`config.mk`:
```
export PLATFORM = sky130hd
export DESIGN_NAME = game_input_judge
export DESIGN_NICKNAME = d
export VERILOG_FILES = /design/src/rtl/game_input_judge_pkg.sv /design/src/rtl/game_input_judge_btn_debounce.sv /design/src/rtl/game_input_judge.sv
export SDC_FILE = /design/constraint.sdc
export NUM_CORES = 1
export LEC_CHECK = 0
export CAP_MARGIN = 20
export CORE_MARGIN = 2
export CORE_UTILIZATION = 45
export CTS_BUF_LIST = sky130_fd_sc_hd__clkbuf_4
export DETAILED_ROUTE_END_ITERATION = 16
export HOLD_SLACK_MARGIN = 0.03
export SYNTH_ARGS = -nofsm -noshare
export SYNTH_HDL_FRONTEND = slang
export SYNTH_HIERARCHICAL = 1
export SYNTH_SLANG_ARGS = --single-unit
```
`constraint.sdc`:
```
create_clock -name clock -period 2.6 [get_ports clock]
set_input_delay 0.52 -clock clock [delete_from_list [all_inputs] [get_ports clock]]
set_output_delay 0.52 -clock clock [all_outputs]
set_load 0.02 [all_outputs]
```
`src/rtl/game_input_judge_pkg.sv`:
```
// Shared types and constants for the game input judge: FSM states,
// target LFSR definition and score limits.
package game_input_judge_pkg;

  typedef enum logic [1:0] {
    ST_IDLE,
    ST_ARM,
    ST_WAIT_PRESS,
    ST_WAIT_RELEASE
  } judge_state_t;

  localparam int LFSR_W = 8;
  // x^8 + x^6 + x^5 + x^4 + 1 -> bit indices 7, 5, 4, 3
  localparam logic [LFSR_W-1:0] LFSR_TAPS = 8'hB8;

  localparam int SCORE_W = 16;
  localparam logic [SCORE_W-1:0] SCORE_MAX = 16'hFFFF;

  function automatic logic [LFSR_W-1:0] lfsr_step(input logic [LFSR_W-1:0] cur);
    return {cur[LFSR_W-2:0], ^(cur & LFSR_TAPS)};
  endfunction

endpackage

```
`src/rtl/game_input_judge_btn_debounce.sv`:
```
// One push-button channel: 2-FF synchroniser, stable-time debounce and a
// registered rising-edge pulse of the debounced level.
module btn_debounce #(
  parameter int DEBOUNCE_CYCLES = 500000
) (
  input  logic clock,
  input  logic reset,
  input  logic btn_raw,
  output logic stable,
  output logic press
);

  localparam int CNT_W = (DEBOUNCE_CYCLES > 1) ? $clog2(DEBOUNCE_CYCLES) : 1;
  localparam logic [CNT_W-1:0] CNT_LAST = CNT_W'(DEBOUNCE_CYCLES - 1);

  logic             sync_p0;
  logic             sync_p1;
  logic             stable_q;
  logic             stable_d;
  logic             press_q;
  logic [CNT_W-1:0] cnt_q;

  always_ff @(posedge clock or posedge reset) begin
    if (reset) begin
      sync_p0  <= 1'b0;
      sync_p1  <= 1'b0;
      stable_q <= 1'b0;
      stable_d <= 1'b0;
      press_q  <= 1'b0;
      cnt_q    <= '0;
    end else begin
      sync_p0 <= btn_raw;
      sync_p1 <= sync_p0;
      // Any return to the accepted level restarts the stability window.
      if (sync_p1 == stable_q) begin
        cnt_q <= '0;
      end else if (cnt_q == CNT_LAST) begin
        cnt_q    <= '0;
        stable_q <= sync_p1;
      end else begin
        cnt_q <= cnt_q + 1'b1;
      end
      stable_d <= stable_q;
      press_q  <= stable_q & ~stable_d;
    end
  end

  assign stable = stable_q;
  assign press  = press_q;

endmodule

```
`src/rtl/game_input_judge.sv`:
```
// Button front end of the countdown game: debounces the player buttons,
// draws a random target per round, judges presses and keeps the score.
module game_input_judge
  import game_input_judge_pkg::*;
#(
  parameter int               NUM_BTN         = 4,
  parameter int               DEBOUNCE_CYCLES = 500000,
  parameter logic [LFSR_W-1:0] LFSR_SEED      = 8'hA5
) (
  input  logic                       clock,
  input  logic                       reset,
  input  logic                       enable,
  input  logic [NUM_BTN-1:0]         btn_raw,
  output logic [$clog2(NUM_BTN)-1:0] target,
  output logic                       target_valid,
  output logic                       hit,
  output logic                       miss,
  output logic [SCORE_W-1:0]         score
);

  localparam int TGT_W = $clog2(NUM_BTN);
  localparam logic [NUM_BTN-1:0] ONE_BTN = NUM_BTN'(1);

  logic [NUM_BTN-1:0] stable;
  logic [NUM_BTN-1:0] press;

  for (genvar g = 0; g < NUM_BTN; g++) begin : g_btn
    btn_debounce #(
      .DEBOUNCE_CYCLES(DEBOUNCE_CYCLES)
    ) u_debounce (
      .clock  (clock),
      .reset  (reset),
      .btn_raw(btn_raw[g]),
      .stable (stable[g]),
      .press  (press[g])
    );
  end

  judge_state_t       state_q;
  judge_state_t       state_d;
  logic [LFSR_W-1:0]  lfsr_q;
  logic [TGT_W-1:0]   target_q;
  logic [SCORE_W-1:0] score_q;
  logic               hit_q;
  logic               miss_q;
  logic               hit_d;
  logic               miss_d;
  logic               latch_target;
  logic               clear_score;
  logic               press_match;

  function automatic logic [SCORE_W-1:0] sat_inc(input logic [SCORE_W-1:0] v);
    return (v == SCORE_MAX) ? v : v + 1'b1;
  endfunction

  // Only a single press of exactly the target button counts as a hit.
  assign press_match = (press == (ONE_BTN << target_q));

  always_comb begin
    state_d      = state_q;
    hit_d        = 1'b0;
    miss_d       = 1'b0;
    latch_target = 1'b0;
    clear_score  = 1'b0;
    if (!enable) begin
      state_d = ST_IDLE;
    end else begin
      case (state_q)
        ST_IDLE: begin
          state_d     = ST_ARM;
          clear_score = 1'b1;
        end
        ST_ARM: begin
          state_d      = ST_WAIT_PRESS;
          latch_target = 1'b1;
        end
        ST_WAIT_PRESS: begin
          if (|press) begin
            state_d = ST_WAIT_RELEASE;
            hit_d   = press_match;
            miss_d  = ~press_match;
          end
        end
        ST_WAIT_RELEASE: begin
          if (stable == '0) state_d = ST_ARM;
        end
        default: state_d = ST_IDLE;
      endcase
    end
  end

  always_ff @(posedge clock or posedge reset) begin
    if (reset) begin
      state_q  <= ST_IDLE;
      lfsr_q   <= LFSR_SEED;
      target_q <= '0;
      score_q  <= '0;
      hit_q    <= 1'b0;
      miss_q   <= 1'b0;
    end else begin
      state_q <= state_d;
      lfsr_q  <= lfsr_step(lfsr_q);
      hit_q   <= hit_d;
      miss_q  <= miss_d;
      if (latch_target) target_q <= lfsr_q[TGT_W-1:0];
      if (clear_score) score_q <= '0;
      else if (hit_d)  score_q <= sat_inc(score_q);
    end
  end

  assign target       = target_q;
  assign target_valid = (state_q == ST_WAIT_PRESS);
  assign hit          = hit_q;
  assign miss         = miss_q;
  assign score        = score_q;

endmodule

```
==> run metrics, run 1 <==
peak supply drop=0.0003066 V; share of power burned in registers=55.4%; Comb pwr share=6.7%; Unique masters post-synth=54; r2r worst-path depth=6; CTS clk-pin slew, worst paths=0.10 ns; max_cap viols=0; Final HPWL DP=8176 µm; Worst Skew=0.01905 ns; Pwr Density=538.9 mW/mm²; Tightest Pin Transition=0.7133 ns; Routed WL=11600 µm; Post-synth EDFFs=0; Post-CTS Hold Buffers=0; Layout area overhead=10.60%; Synth Area in Adders=2.038%; pin count of the biggest net entering global routing=31; drt pass-1 iters=4; fraction of layout cells with a size suffix above 1=11.00%; Net Sw Frac=24.79%; WL/cell=14.59 µm; largest family of logic cells by synthesized area=simple AND/OR/NAND/NOR gates; compound-cell area share of the yosys netlist=7.644%; Final nets=622; CP required=3.02 ns; DR DRC count=0; Core Box Area=0.01330 mm²; Num CTS Buffers=17; Placer Congestion=0.7955; Post-Syn Nets=590; Final Hold Fails=0; Post-CTS Resized=0; register bit total from synthesis=126; Post-DRT Antenna Nets=0; Max clock buf depth=2; Synth async-reset ratio=100.0%; drt initial violations=328; chip width=120.8 µm; Reg-to-Reg Start=g_btn[1].u_debounce/press$_DFF_PP0_; RSZ-0062 raised after global routing=no; CP Launch Type=flip-flop; final core occ=51.06%; vias in the first global route=4358; final instance area=0.006789 mm²; clk_lat worst skew=0.54 ns; die area=0.01459 mm²; Post-DP Area=0.006494 mm²; Arr. time, crit path=2.71 ns; Tmin final=2.295 ns; synthesized-area fraction occupied by and/or/nand/nor cells=24.68%; post-synthesis xor/xnor area fraction=8.989%; Max Fclk=0.4357 GHz; initial core utilization=46.17%; first-pass GRT wire length=20560 µm; R2R setup slack=0.30 ns; PortBufs=27; detailed-route via count=4337; clk sinks=126; Vias/cell=5.455; CTS Root Cell=clkbuf_4; CP Max Fanout=26; Max-slew headroom=52.45%; Hold Path Class=primary input to asynchronous set/reset pin; initial antenna violation count=1; Switching Power=906.9 µW; multiplexer share of the synthesized area=1.345%; crit path kind=flip-flop to flip-flop; post-route setup TNS=0 ns; Post-CTS Setup Repair Bufs=0; crit end category=flip-flop; Seq/Total Area, Yosys=51.45%; Primary FF master, synth=dfrtp_1; Ports=28; R2R Path End=score[10]$_DFFE_PP0P_; period utilisation layout=88.28%; Rows=42; run status=finished, final reports clean; CTS tree=yes; All-Layer GR Usage=17.68%; Synth Warn #=6; fin. max-slew vios=0; Mean Syn Cell Area=10.71 µm²; final setup violation count=0; leak pwr=0.002877 µW; Internal=2752 µW; Post-Syn Area=0.006138 mm²; die height=120.8 µm; CTS H-Tree Depth=4; total congestion overflow=0; Clk pwr share=37.9%; Post-Syn Instances=573
## logic make-up (layout without fill, tap and decap cells)
group           after synthesis  in the layout
mux                           6              6
buf+inv                      33             78
other cells                   0              1
fa+ha+maj                    10             10
xor+xnor                     63             63
compound gates               70             70
simple gates                265            265
flops                       126            126
## cells in the final DEF (no fill, tap or decap), types with 3 or more instances in the layout
cell type and n:
nor4_1 8, nor2_1 67, nor2b_1 4, o41ai_1 6, bufinv_16 3, a21oi_1 25, a21bo_1 4, mux2_4 4
ha_1 10, xor2_1 33, o31ai_1 13, or4_1 13, and4_2 4, or2_1 4, dfrtp_1 122, inv_1 11
or3_1 7, and4_1 10, buf_4 8, and2_1 5, clkdlybuf4s50_1 26, and3_1 14, nor3_1 9, or4_4 4
nor3_2 4, nand3_1 35, clkinv_2 6, nand4_1 18, xnor2_1 30, nand2_1 34, or4b_1 8, o21ai_0 10
dfstp_2 4, nand4b_1 8, clkbuf_4 19
## how the worst max path moves through the flow
stage,cells past startpoint,slack [ns],from,to
global route,6,0.14,g_btn[1].u_debounce/press$_DFF_PP0_,score[2]$_DFFE_PP0P_
finish,6,0.30,g_btn[1].u_debounce/press$_DFF_PP0_,score[10]$_DFFE_PP0P_
CTS,3,0.08,state_q[0]$_DFFE_PP0P_,target_valid
floorplan,7,0.65,state_q[0]$_DFFE_PP0P_,score[5]$_DFFE_PP0P_
detailed placement,5,0.23,enable,score[9]$_DFFE_PP0P_
global placement,5,0.29,enable,score[15]$_DFFE_PP0P_
## cells in the mapped netlist (4+ instances only)
master / number / area share (%)
mux2_4: 4 / 0.98
clkbuf_2: 4 / 0.33
nor2b_1: 4 / 0.41
or4_1: 13 / 1.6
buf_6: 5 / 0.92
nand4b_1: 8 / 1.1
and4_1: 10 / 1.4
or4_4: 4 / 0.73
nand4_1: 18 / 1.8
ha_1: 10 / 2.0
or2_1: 4 / 0.41
and3_1: 14 / 1.4
o41ai_1: 6 / 0.86
nand2_1: 34 / 2.1
a21oi_1: 25 / 2.0
nand3_1: 35 / 2.9
buf_12: 4 / 1.3
xnor2_1: 30 / 4.3
nor2_1: 67 / 4.1
dfstp_2: 4 / 1.7
nor4_1: 8 / 0.82
o21ai_0: 10 / 0.82
xor2_1: 33 / 4.7
nor3_1: 9 / 0.73
o31ai_1: 13 / 1.6
and4_2: 4 / 0.65
a21bo_1: 4 / 0.65
or4b_1: 8 / 1.3
or3_1: 7 / 0.71
and2_1: 5 / 0.51
clkbuf_1: 7 / 0.43
dfrtp_1: 122 / 50
inv_1: 11 / 0.67
nor3_2: 4 / 0.65
## power groups by stage
stage | Combinational [µW] | Clock (µW) | Sequential (µW)
after floorplan | 190 | 0 | 2060
after global placement | 248 | 0 | 2060
after detailed placement | 253 | 0 | 2070
after CTS | 254 | 1430 | 2030
after global routing | 287 | 1520 | 2030
final | 245 | 1390 | 2030
## sequential cells by signal, indices dropped and copies added, names as in the netlist
signal / cells
miss: 1
g_btn.u_debounce/stable: 4
state_q: 2
g_btn.u_debounce/press: 4
hit: 1
g_btn.u_debounce/stable_d: 4
target: 2
g_btn.u_debounce/cnt_q: 76
score: 16
g_btn.u_debounce/sync_p1: 4
g_btn.u_debounce/sync_p0: 4
lfsr_q: 8
## worst max-delay path: stages (launching register included)
cell     delay (ns)
dfrtp_1        0.41
or4_1          0.58
nand3_2        0.13
a21o_1         0.56
inv_1          0.22
a31oi_1        0.21
nor3_1         0.06
## final cells by class
class                   instances  area [µm²]
fillers                      1246        6506
flip-flops and latches        126        3158
multi-input cells             414        2744
repair buffers                 35       332.8
well taps                     176       220.2
clock inverters                13       147.6
clock buffers                  19       142.6
inverters                      11       41.29
diodes                          1       2.502
## layer usage
metal	global-route usage (%)	up-vias	share of wire [%]
li1	-	2139	-
met1	23.59	2126	49
met2	27.82	56	46
met3	5.425	16	3.4
met4	5.233	0	1.4
met5	0	-	0
## metrics by stage
step	std cells	total power (µW)	setup WS, ns	hold slack (ns)
2_1_floorplan	573	2247	0.6512	0.3312
3_3_place_gp	762	2312	0.2903	0.3333
3_5_place_dp	762	2319	0.2286	0.3370
4_1_cts	794	3711	0.07620	0.2605
5_1_grt	795	3842	0.1380	0.2467
6_report	795	3659	0.3047	0.2809
Power figures use the tool's default switching activity.
==> inputs of run 2 (changes only) <==
Settings changed: CORE_UTILIZATION 45 to 47.
==> run metrics, run 2 (synthesis results as in run 1) <==
Final Hold Fails=0 (unchanged); peak supply drop=0.0003138 V (+2.4%); drt initial violations=358 (+9.1%); Switching Power=865.1 µW (-4.6%); commonest non-fill, non-tap cell in the layout=dfrtp_1; Core Box Area=0.01267 mm² (-4.7%); Internal=2572 µW (-6.6%); Top reg by flops=g_btn.u_debounce/cnt_q; PortBufs=27 (unchanged); period utilisation layout=93.44% (+5.2 points); crit end category=primary output; drt pass-1 iters=4 (unchanged); max_cap viols=0 (unchanged); r2r worst-path depth=6 (unchanged); clk sinks=126 (unchanged); CP required=2.08 ns (-0.94 ns); post-route setup TNS=0 ns (unchanged); Max-slew headroom=52.47% (about the same); Num CTS Buffers=17 (unchanged); CP Launch Point=state_q[0]$_DFFE_PP0P_; crit path kind=flip-flop to primary output; total congestion overflow=0 (unchanged); initial antenna violation count=0 (-1); final instance area=0.006720 mm² (-1.0%); RSZ-0062 raised after global routing=no; share of power burned in registers=59.0% (+3.6 points); fillers=1179 (-5.4%); CTS tree=yes; first-pass GRT wire length=20220 µm (-1.6%); Clk pwr share=33.8% (-4.1 points); Critical Path End=target_valid; CTS Root Cell=clkbuf_4; clk_lat worst skew=0.51 ns (-0.03 ns); CP Launch Type=flip-flop; final setup violation count=0 (unchanged); CTS H-Tree Depth=4 (unchanged); Arr. time, crit path=1.91 ns (-0.80 ns); Post-DP Area=0.006489 mm² (about the same); Max Fclk=0.4116 GHz (-5.5%); R2R Path End=score[2]$_DFFE_PP0P_; Final nets=622 (unchanged); leak pwr=0.002836 µW (-1.4%); run status=finished, final reports clean; Routed WL=11570 µm (-0.28%); Largest register FFs=76 (unchanged); Vias/cell=5.573 (+2.2%); Post-CTS Resized=0 (unchanged); # diodes=0 (-1); Final HPWL DP=7940 µm (-2.9%); Reg-to-Reg Start=g_btn[1].u_debounce/press$_DFF_PP0_; R2R setup slack=0.28 ns (-0.02 ns); Comb pwr share=7.2% (+0.5 points); Worst Skew=0.01101 ns (-0.008034 ns); vias in the first global route=4255 (-2.4%); die area=0.01399 mm² (-4.1%); Placer Congestion=0.7830 (-1.6%); die height=118.3 µm (-2.1%); chip width=118.3 µm (-2.1%); Post-DRT Antenna Nets=0 (unchanged); CTS clk-pin slew, worst paths=0.10 ns (about the same); CP Max Fanout=5 (-81%); Tightest Pin Transition=0.7129 ns (-0.0003313 ns); detailed-route via count=4397 (+1.4%); fraction of layout cells with a size suffix above 1=10.53% (-0.47 points); Net Sw Frac=25.17% (+0.39 points); Hold Path Class=primary input to asynchronous set/reset pin; Rows=41 (-2.4%); Pwr Density=511.4 mW/mm² (-5.1%); All-Layer GR Usage=17.59% (-0.094 points); fin. max-slew vios=0 (unchanged); initial core utilization=48.44% (+2.3 points); Post-CTS Hold Buffers=0 (unchanged); Layout area overhead=9.478%; pin count of the biggest net entering global routing=31 (unchanged); Ports=28 (unchanged); Max clock buf depth=2 (unchanged); commonest cells after routing, fill and taps aside=dfrtp_1, nor2_1, nand3_1; Post-CTS Setup Repair Bufs=0 (unchanged); WL/cell=14.66 µm (+0.48%); Tmin final=2.429 ns (+0.1340 ns); DR DRC count=0 (unchanged)
-- run 2: cell types whose count changed in the layout (fill, tap and decap cells not counted), sizes merged --
cell and delta:
clkdlybuf4s50 +1, clkbuf +2, bufinv -2, diode -1, clkinvlp -1, dlymetal6s2s -1
-- run 2: layer usage --
metal,GRT usage [%],wire length (µm),up-vias
li1,-,-,2136
met1,23.21,5555,2179
met2,27.93,5459,71
met3,5.019,414,11
met4,5.723,140,0
met5,0,0,-
-- run 2: worst max-delay path, stage by stage, from the launching register on --
cell and delay [ns]:
dfrtp_1 0.44, inv_1 0.10, ha_1 0.23, clkdlybuf4s50_1 0.64
-- run 2: stage by stage --
| step | setup slack (ns) | hold WS [ns] | total power, µW | utilization (%) | cells |
|---|---|---|---|---|---|
| 2_1_floorplan | 0.6512 | 0.3312 | 2247 | - | 573 |
| 3_3_place_gp | 0.2644 | 0.3328 | 2308 | 51.21 | 758 |
| 3_5_place_dp | 0.2075 | 0.3358 | 2315 | 51.21 | 758 |
| 4_1_cts | 0.1259 | 0.2850 | 3490 | 53.04 | 789 |
| 5_1_grt | 0.03110 | 0.3009 | 3642 | 53.04 | 789 |
| 6_report | 0.1707 | 0.3118 | 3437 | 53.04 | 789 |
-- run 2: worst min path at each step --
stage / startpoint / depth (start not counted) / slack [ns] / endpoint
detailed placement: g_btn[3].u_debounce/sync_p0$_DFF_PP0_ / 0 / 0.34 / g_btn[3].u_debounce/sync_p1$_DFF_PP0_
global route: reset / 2 / 0.30 / g_btn[3].u_debounce/press$_DFF_PP0_
floorplan: g_btn[0].u_debounce/sync_p0$_DFF_PP0_ / 0 / 0.33 / g_btn[0].u_debounce/sync_p1$_DFF_PP0_
global placement: g_btn[3].u_debounce/sync_p0$_DFF_PP0_ / 0 / 0.33 / g_btn[3].u_debounce/sync_p1$_DFF_PP0_
finish: reset / 2 / 0.31 / g_btn[3].u_debounce/press$_DFF_PP0_
CTS: reset / 2 / 0.29 / g_btn[3].u_debounce/press$_DFF_PP0_
-- run 2: layout make-up --
| cell class | count | area [µm²] | share of cell area [%] |
|---|---|---|---|
| Inverter | 11 | 41.29 | 0.6144 |
| Tap cell | 172 | 215.2 | 3.202 |
| Multi-Input combinational cell | 414 | 2744 | 40.83 |
| Clock inverter | 10 | 73.82 | 1.098 |
| Sequential cell | 126 | 3158 | 46.99 |
| Timing Repair Buffer | 35 | 330.3 | 4.915 |
| Clock buffer | 21 | 157.7 | 2.346 |
-- run 2: power groups by stage --
stage	Combinational, µW	Sequential, µW	Clock [µW]
6_report	246	2030	1160
2_1_floorplan	190	2060	0
4_1_cts	251	2030	1210
3_5_place_dp	250	2070	0
3_3_place_gp	244	2060	0
5_1_grt	287	2030	1320
